[config.mk]
export PLATFORM = sky130hd
export DESIGN_NAME = pipe_hazard_ctrl
export DESIGN_NICKNAME = d
export VERILOG_FILES = /design/src/rtl/hazard_pkg.sv /design/src/rtl/hazard_perf_cnt.sv /design/src/rtl/pipe_hazard_ctrl.sv
export SDC_FILE = /design/constraint.sdc
export NUM_CORES = 1
export LEC_CHECK = 0
export CAP_MARGIN = 40
export CORE_AREA = 2 2 39 41
export DETAILED_ROUTE_END_ITERATION = 8
export DIE_AREA = 0 0 41 43
export GPL_TIMING_DRIVEN = 1
export PLACE_DENSITY = 0.68
export REMOVE_ABC_BUFFERS = 1
export SLEW_MARGIN = 15
export SYNTH_ARGS = -nofsm -noshare
export SYNTH_HDL_FRONTEND = slang
export SYNTH_SLANG_ARGS = --single-unit
[constraint.sdc]
create_clock -name clk -period 1.6 [get_ports clk]
set_input_delay 0.24 -clock clk [delete_from_list [all_inputs] [get_ports clk]]
set_output_delay 0.24 -clock clk [all_outputs]
set_load 0.01 [all_outputs]
[src/rtl/hazard_pkg.sv]
// -----------------------------------------------------------------------------
// hazard_pkg
// Shared definitions for the pipeline hazard/stall controller.
//   - hz_state_e : controller state encoding (RUN / MULDIV)
// -----------------------------------------------------------------------------
package hazard_pkg;

    typedef enum logic {
        ST_RUN    = 1'b0,
        ST_MULDIV = 1'b1
    } hz_state_e;

endpackage : hazard_pkg

[src/rtl/hazard_perf_cnt.sv]
// -----------------------------------------------------------------------------
// hazard_perf_cnt
// Saturating event counter used for hazard performance statistics.
// Ports:
//   clk    in  1       : rising-edge clock
//   rst_n  in  1       : synchronous active-low reset (clears the count)
//   inc    in  1       : count one event this cycle
//   count  out PERF_W  : current count, sticks at all-ones
// -----------------------------------------------------------------------------
module hazard_perf_cnt #(
    parameter int PERF_W = 16
) (
    input  logic              clk,
    input  logic              rst_n,
    input  logic              inc,
    output logic [PERF_W-1:0] count
);

    logic [PERF_W-1:0] count_d;
    logic [PERF_W-1:0] count_q;

    // Next count: hold at the maximum value instead of wrapping.
    always_comb begin
        count_d = count_q;
        if (inc && (count_q != {PERF_W{1'b1}})) begin
            count_d = count_q + {{(PERF_W-1){1'b0}}, 1'b1};
        end else begin
            count_d = count_q;
        end
    end

    // Count register with synchronous reset.
    always_ff @(posedge clk) begin
        if (!rst_n) begin
            count_q <= {PERF_W{1'b0}};
        end else begin
            count_q <= count_d;
        end
    end

    assign count = count_q;

endmodule : hazard_perf_cnt

[src/rtl/pipe_hazard_ctrl.sv]
// -----------------------------------------------------------------------------
// pipe_hazard_ctrl
// Hazard and stall controller for a four-stage pipeline (IF/ID, ID/EX,
// EX/MEM, MEM/WB boundaries). Detects load-use hazards, taken branches,
// multi-cycle mul/div occupancy of EX and data-memory wait, and drives the
// PC enable plus the dis (hold) / flush (clear) pair of every boundary.
// All control outputs are combinational (Mealy) so the buffers act on them
// at the same clock edge.
//
// Optional feature macro: HAZARD_PERF_CNT_EN adds stall_cnt / flush_cnt
// saturating counters and the PERF_W parameter.
//
// Ports:
//   clk, rst_n                     : clock, synchronous active-low reset
//   id_rs1, id_rs2, id_rs_valid    : ID-stage source registers + qualifiers
//   ex_rd, ex_mem_read             : EX-stage destination, EX is a load
//   ex_branch_taken                : EX redirects the PC
//   ex_muldiv_start                : EX holds a multi-cycle mul/div
//   mem_wait                       : data memory not ready, freeze pipe
//   pc_en                          : PC load enable
//   *_dis / *_flush                : per-boundary hold / clear
//   busy                           : controller is in MULDIV
//   stall_cnt, flush_cnt           : perf counters (macro only)
// -----------------------------------------------------------------------------
module pipe_hazard_ctrl
    import hazard_pkg::*;
#(
    parameter int REG_ADDR_W    = 4,
    parameter int MULDIV_CYCLES = 4
`ifdef HAZARD_PERF_CNT_EN
    ,
    parameter int PERF_W        = 16
`endif
) (
    input  logic                  clk,
    input  logic                  rst_n,
    input  logic [REG_ADDR_W-1:0] id_rs1,
    input  logic [REG_ADDR_W-1:0] id_rs2,
    input  logic [1:0]            id_rs_valid,
    input  logic [REG_ADDR_W-1:0] ex_rd,
    input  logic                  ex_mem_read,
    input  logic                  ex_branch_taken,
    input  logic                  ex_muldiv_start,
    input  logic                  mem_wait,
    output logic                  pc_en,
    output logic                  ifid_dis,
    output logic                  idex_dis,
    output logic                  exmem_dis,
    output logic                  memwb_dis,
    output logic                  ifid_flush,
    output logic                  idex_flush,
    output logic                  exmem_flush,
    output logic                  memwb_flush,
    output logic                  busy
`ifdef HAZARD_PERF_CNT_EN
    ,
    output logic [PERF_W-1:0]     stall_cnt,
    output logic [PERF_W-1:0]     flush_cnt
`endif
);

    localparam int CNT_W = $clog2(MULDIV_CYCLES);
    // Loaded on entry to MULDIV: the start cycle itself is the first of
    // MULDIV_CYCLES, and the cnt==0 cycle is the last, so load CYCLES-2.
    localparam logic [CNT_W-1:0] CNT_LOAD = CNT_W'(MULDIV_CYCLES - 2);

    hz_state_e        state_d;
    hz_state_e        state_q;
    logic [CNT_W-1:0] cnt_d;
    logic [CNT_W-1:0] cnt_q;
    logic             lu_s;

    // Load-use hazard: a load in EX writes a register the ID instruction reads.
    always_comb begin
        lu_s = 1'b0;
        if (ex_mem_read && (ex_rd != {REG_ADDR_W{1'b0}})) begin
            lu_s = (id_rs_valid[0] && (id_rs1 == ex_rd)) ||
                   (id_rs_valid[1] && (id_rs2 == ex_rd));
        end else begin
            lu_s = 1'b0;
        end
    end

    // Next-state and Mealy control outputs; defaults are the RUN free-flow values.
    always_comb begin
        state_d     = state_q;
        cnt_d       = cnt_q;
        pc_en       = 1'b1;
        ifid_dis    = 1'b0;
        idex_dis    = 1'b0;
        exmem_dis   = 1'b0;
        memwb_dis   = 1'b0;
        ifid_flush  = 1'b0;
        idex_flush  = 1'b0;
        exmem_flush = 1'b0;
        memwb_flush = 1'b0;

        if (!rst_n) begin
            // Reset overrides everything, including an in-flight mul/div.
            pc_en       = 1'b0;
            ifid_flush  = 1'b1;
            idex_flush  = 1'b1;
            exmem_flush = 1'b1;
            memwb_flush = 1'b1;
            state_d     = ST_RUN;
            cnt_d       = {CNT_W{1'b0}};
        end else begin
            case (state_q)
                ST_RUN: begin
                    if (mem_wait) begin
                        pc_en     = 1'b0;
                        ifid_dis  = 1'b1;
                        idex_dis  = 1'b1;
                        exmem_dis = 1'b1;
                        memwb_dis = 1'b1;
                    end else if (ex_muldiv_start) begin
                        // Hold the front of the pipe; bubble into MEM while EX is occupied.
                        pc_en       = 1'b0;
                        ifid_dis    = 1'b1;
                        idex_dis    = 1'b1;
                        exmem_flush = 1'b1;
                        cnt_d       = CNT_LOAD;
                        state_d     = ST_MULDIV;
                    end else if (ex_branch_taken) begin
                        ifid_flush = 1'b1;
                        idex_flush = 1'b1;
                    end else if (lu_s) begin
                        pc_en      = 1'b0;
                        ifid_dis   = 1'b1;
                        idex_flush = 1'b1;
                    end else begin
                        pc_en = 1'b1;
                    end
                end
                ST_MULDIV: begin
                    if (cnt_q != {CNT_W{1'b0}}) begin
                        // The mul/div keeps running through a memory wait.
                        cnt_d = cnt_q - {{(CNT_W-1){1'b0}}, 1'b1};
                        if (mem_wait) begin
                            pc_en     = 1'b0;
                            ifid_dis  = 1'b1;
                            idex_dis  = 1'b1;
                            exmem_dis = 1'b1;
                            memwb_dis = 1'b1;
                        end else begin
                            pc_en       = 1'b0;
                            ifid_dis    = 1'b1;
                            idex_dis    = 1'b1;
                            exmem_flush = 1'b1;
                        end
                    end else if (mem_wait) begin
                        // Result ready but the pipe is frozen: park at cnt==0.
                        pc_en     = 1'b0;
                        ifid_dis  = 1'b1;
                        idex_dis  = 1'b1;
                        exmem_dis = 1'b1;
                        memwb_dis = 1'b1;
                    end else begin
                        state_d = ST_RUN;
                    end
                end
                default: begin
                    state_d = ST_RUN;
                    cnt_d   = {CNT_W{1'b0}};
                end
            endcase
        end
    end

    // State and occupancy counter registers (reset handled in next-state logic).
    always_ff @(posedge clk) begin
        if (!rst_n) begin
            state_q <= ST_RUN;
            cnt_q   <= {CNT_W{1'b0}};
        end else begin
            state_q <= state_d;
            cnt_q   <= cnt_d;
        end
    end

    assign busy = (state_q == ST_MULDIV);

`ifdef HAZARD_PERF_CNT_EN
    logic stall_inc_s;
    logic flush_inc_s;

    // A branch is only acted on in RUN when nothing of higher priority is pending.
    always_comb begin
        stall_inc_s = rst_n && !pc_en;
        flush_inc_s = rst_n && (state_q == ST_RUN) && !mem_wait &&
                      !ex_muldiv_start && ex_branch_taken;
    end

    hazard_perf_cnt #(.PERF_W(PERF_W)) u_stall_cnt (
        .clk   (clk),
        .rst_n (rst_n),
        .inc   (stall_inc_s),
        .count (stall_cnt)
    );

    hazard_perf_cnt #(.PERF_W(PERF_W)) u_flush_cnt (
        .clk   (clk),
        .rst_n (rst_n),
        .inc   (flush_inc_s),
        .count (flush_cnt)
    );
`endif

endmodule : pipe_hazard_ctrl

Word level (Yosys, flattened, before mapping)
Cells that the tools add are included.
{"block": "classes", "addsub": 1, "eq_ne": 5, "muxes": 42, "bitwise": 1, "reduce_logical": 7}
{"cell": "$mux 1", "count": 33}
{"cell": "$pmux 1 s2", "count": 5}
{"cell": "$eq 4x4->1", "count": 2}
{"cell": "$mux 2", "count": 3}
{"cell": "$ne 2x2->1 const B", "count": 2}
{"cell": "$pmux 2 s2", "count": 1}
{"cell": "$reduce_bool 4->1", "count": 1}
{"cell": "$logic_and 1x1->1", "count": 3}
{"cell": "$reduce_and 3->1", "count": 1}
{"cell": "$ne 2x1->1 const B", "count": 1}
{"cell": "$reduce_bool 2->1", "count": 1}
{"cell": "$sub 2x1->2 const B", "count": 1}
{"cell": "$logic_or 1x1->1", "count": 1}
{"cell": "$not 1->1", "count": 1}
{"block": "word_totals", "ff_bits": 3, "inputBits": 20, "out_inout_bits": 10, "word_cells": 58}

Longest topological paths before layout
{"block": "logic_depth", "word_depth": 10, "ltp_mapped": 5, "mapped_depth_nobuf": 5}

Worst setup path after synthesis
Ideal clock, no wire load.
{"block": "synth_timing", "path_kind": "register to output", "start": "reg state_q, in the netlist busy", "end": "out exmem_flush", "t_arrival_ns": 1.189, "t_required_ns": 1.360, "path_slack_ns": 0.171, "stages_incl_launch_ff": 6, "path_buffers": 1, "path_cell_list": "dfxtp_1 -> clkbuf_1 -> inv_1 -> nor2_1 -> a21oi_1 -> o21ai_0"}
{"block": "synth_between", "elab_chain_len": 3}
{"item": "start: declaration", "line_no": "pipe_hazard_ctrl.sv:68", "text": "hz_state_e state_q;"}
{"item": "start signal: assignment", "line_no": "pipe_hazard_ctrl.sv:176", "text": "state_q <= state_d;"}
{"item": "$not 1->1"}
{"item": "$pmux 1 s2 (*)", "line_no": "pipe_hazard_ctrl.sv:108", "text": "case (state_q)"}
{"item": "$mux 1 (*)", "line_no": "pipe_hazard_ctrl.sv:98", "text": "if (!rst_n) begin"}
{"item": "end: declaration", "line_no": "pipe_hazard_ctrl.sv:52", "text": "output logic exmem_flush,"}
Every way passes the cells marked *; elsewhere a longest branch is shown, timed or not.

Final worst setup path
{"block": "layout_timing", "start": "in id_rs_valid[0]", "end": "out ifid_dis"}
{"block": "layout_between", "elab_chain_len": 9}
{"item": "start: declaration", "line_no": "pipe_hazard_ctrl.sv:39", "text": "input logic [1:0] id_rs_valid,"}
{"item": "$logic_and 1x1->1", "line_no": "pipe_hazard_ctrl.sv:77", "text": "lu_s = (id_rs_valid[0] && (id_rs1 == ex_rd)) ||"}
{"item": "$logic_or 1x1->1", "line_no": "pipe_hazard_ctrl.sv:77"}
{"item": "$mux 1", "line_no": "pipe_hazard_ctrl.sv:76", "text": "if (ex_mem_read && (ex_rd != {REG_ADDR_W{1'b0}})) begin"}
{"item": "$mux 1", "line_no": "pipe_hazard_ctrl.sv:127", "text": "end else if (lu_s) begin"}
{"item": "$mux 1", "line_no": "pipe_hazard_ctrl.sv:124", "text": "end else if (ex_branch_taken) begin"}
{"item": "$mux 1", "line_no": "pipe_hazard_ctrl.sv:116", "text": "end else if (ex_muldiv_start) begin"}
{"item": "$mux 1", "line_no": "pipe_hazard_ctrl.sv:110", "text": "if (mem_wait) begin"}
{"item": "$pmux 1 s2", "line_no": "pipe_hazard_ctrl.sv:108"}
{"item": "$mux 1", "line_no": "pipe_hazard_ctrl.sv:98"}
{"item": "end: declaration", "line_no": "pipe_hazard_ctrl.sv:46", "text": "output logic ifid_dis,"}
No other way between the ends.

==> summary.md <==
| Metric | Value |
|---|---|
| Result of the run | complete, but fails checks |
| Violated checks | negative setup slack |
| Initial antenna violation count | 0 |
| DRC violations left | 0 |
| Data required time at the worst endpoint | 1360 ps |
| CTS tree | yes |
| Net switching power figure | 0.1164 mW |
| Clock network latency to the later pin of the worst-skew pair | 230 ps |
| Largest fanout on the critical path | 3 |
| Full die area | 0.001763 mm² |
| Total congestion overflow after global routing | 0 |
| Final Util | 0.5298 |
| TritonCTS sink count | 3 |
| IO buf count | 29 |
| Proportion of layout cells with a drive suffix above 1 | 0.4205 |
| Maximum number of pins on one net before global-route repair | 8 |
| Antenna Diode Count | 0 |
| Ratio of routed vias to standard cells | 4.625 |
| Count of routing violations after the opening detailed-route iteration | 5 |
| Endpoint type of the worst setup path | output pin |
| Number of max-cap violations | 0 |
| Upper clock frequency limit | 619.8 MHz |
| Via count | 481 |
| Vias in the first global route | 430 |
| Worst setup skew after layout | 2.252 ps |
| Synthesized flop and latch total | 3 |
| Max-slew headroom | 0.8203 |
| Die width | 41 µm |
| Gpl congestion | 0.7057 |
| Power per cell area | 538.2 mW/mm² |
| Max-slew violation count | 0 |
| Setup repair after global routing missed its margin | yes |
| Instance count of the mapped netlist | 47 |
| Standard-cell rows | 14 |
| Setup violations, final | 1 |
| R2R setup slack | 390 ps |
| Cell-internal power | 0.2782 mW |
| Filler cell count in the final layout | 147 |
| Clock transition at path regs | 30 ps |
| Highest-delay cell along the critical path | clkdlybuf4s50_1 |
| Period utilization | 1.008 |
| Series of cell instances along the critical path | clkdlybuf4s50_1 -> nand3_1 -> a21o_1 -> a221oi_2 -> buf_2 |
| Arrival time at the worst endpoint | 1370 ps |
| Post-synthesis area per instance | 7.294 µm² |
| Core Footprint | 0.001384 mm² |
| Top-Level Pins | 30 |
| Synth-to-Final Area Change | 113.9% |
| DP Area | 716.9 µm² |
| Post-route design area | 733.2 µm² |
| Setup slack after layout | -13.44 ps |
| Pin slew with the least headroom to its limit | 266.0 ps |
| Cell area after synthesis | 342.8 µm² |
| Global-route wire length before repair | 1.607 mm |
| Number of distinct library cells after synthesis | 24 |
| Routed WL per cell | 10.55 µm |
| Final nets | 110 |
| Type of the worst setup path | input port to output pin |
| Number of H-tree branching levels | 1 |
| Setup_tns | -13.44 ps |
| Type of the most critical hold path | register to register |
| Warning count from the yosys run | 0 |
| Number of buffers added by the clock tree synthesis step | 3 |
| Logic pwr share | 0.457 |
| Cell chosen for the clock root | clkbuf_4 |
| Post-route worst hold slack | 501.5 ps |
| Leakage power total | 0.3397 nW |
| Height of the die | 43 µm |
| Max incr delay on CP | 460 ps |
| Wirelength, routed | 1.097 mm |
| Setup crit start kind | input port |
| Total half-perimeter wirelength after legalization and detailed placement | 934.1 µm |
| Share of total power in the clock network | 0.322 |
| Final Hold Vio Count | 0 |
| Sequential power share | 0.222 |
| Residual antenna-violating net count after detailed routing | 0 |
| Net switching fraction of the power | 0.2949 |
| Largest vdd supply drop | 0.4045 mV |
| Detailed Routing Iterations Pass 1 | 4 |
| Total routing resource utilization after global routing | 0.1354 |
| Seq/Total Area, Yosys | 0.1752 |
| Buffers from clock root to sink, at most | 2 |
| Starting density of the core | 0.2477 |
| Minimum clock period after layout | 1613 ps |
| Total Power | 0.3946 mW |
synth_stat cells:
cell type	n	share of area
or3_1	1	0.018
buf_4	1	0.022
inv_1	4	0.044
nor2_1	5	0.055
o21bai_1	1	0.022
clkbuf_1	1	0.011
a311oi_1	1	0.026
ha_1	1	0.036
a21oi_1	4	0.058
a21o_1	1	0.022
a211oi_1	2	0.044
nand2_1	1	0.011
a32o_1	1	0.029
dfxtp_1	3	0.18
o31ai_1	1	0.022
xnor2_1	2	0.051
nand2b_1	1	0.018
a221oi_2	1	0.044
nand3_1	2	0.029
xor2_1	6	0.15
o21ai_0	2	0.029
clkinv_1	1	0.011
o41ai_1	1	0.026
nor3_1	3	0.044
power by group through the flow:
stage                     Combinational (mW)  Sequential [mW]  Clock [mW]
after CTS                              0.174           0.0874       0.132
after global placement                 0.191           0.0868           0
after global routing                   0.201           0.0886       0.148
after floorplan                       0.0688           0.0886           0
after detailed placement               0.192           0.0874           0
final                                  0.180           0.0874       0.127
stage by stage:
stage	setup WS, ps	std cells
after floorplan	210.6	45
after global placement	-850.7	100
after detailed placement	-884.3	100
after CTS	-52.15	104
after global routing	-118.9	104
final	-13.44	104
placed cells by master, fill, tap and decap left out, types with 2 or more instances in the layout:
cell type        Yosys  final
a211oi_1             2      2
a21oi_1              4      4
buf_2                0      8
buf_4                1     10
buf_6                0      7
clkbuf_4             0      3
clkdlybuf4s50_1      0      4
dfxtp_1              3      2
dlygate4sd2_1        0      9
inv_1                4      4
nand3_1              2      2
nor2_1               5      4
nor3_2               0      2
xnor2_1              2      2
xor2_1               6      5
final cells by class:
type	count	area (µm²)	share of cell area
timing repair buffer	39	325.3	0.4437
multi-input combinational	37	280.3	0.3823
sequential	3	61.31	0.08362
clock buffer	4	26.28	0.03584
inverter	5	20.02	0.02730
tap	16	20.02	0.02730
path summary, 6_finish.rpt:
kind,depth (start not counted),from,end
max reg2reg,6,cnt_q[1],cnt_q[1]
min,2,cnt_q[1],cnt_q[1]
max,5,id_rs_valid[0],ifid_dis
min reg2reg,2,cnt_q[1],cnt_q[1]
registers in the layout, summed over array words and instances (netlist names):
name and cells:
cnt_q 2, busy 1
cell families (layout without fill, tap and decap cells):
family,Yosys count,in the layout,synth area share
DFF,3,3,0.1752
AOI/OAI and AO/OA,15,15,0.3212
and+or+nand+nor,13,13,0.1752
xor gates and xnor gates,8,8,0.2044
buffers and inverters,7,48,0.08757
adders and majority gates,1,1,0.03649
worst max-delay path: cells and delay by family:
family / cells / cell delay (ps)
buf+inv: 2 / 620
compound gates: 2 / 450
simple gates: 1 / 60
per-layer routing:
metal,routed length [µm],vias to the layer above,GRT usage,share of wire
met5,0,-,0,0
met4,10,0,0.08000,0.0091
met3,179,2,0.04188,0.16
met2,543,24,0.2313,0.49
met1,363,205,0.1314,0.33
li1,-,250,-,-
timing repair:
action | 4_1_cts | 5_1_grt
pin swaps | 13 | 8
endpoints found under the setup margin | 9 | 6
resized for setup | 77 | 9
buffers inserted | 0 | 0
hold endpoints to repair | 0 | 0
hold buffers | 0 | 0
No activity file was read; power rests on OpenSTA's default activity.
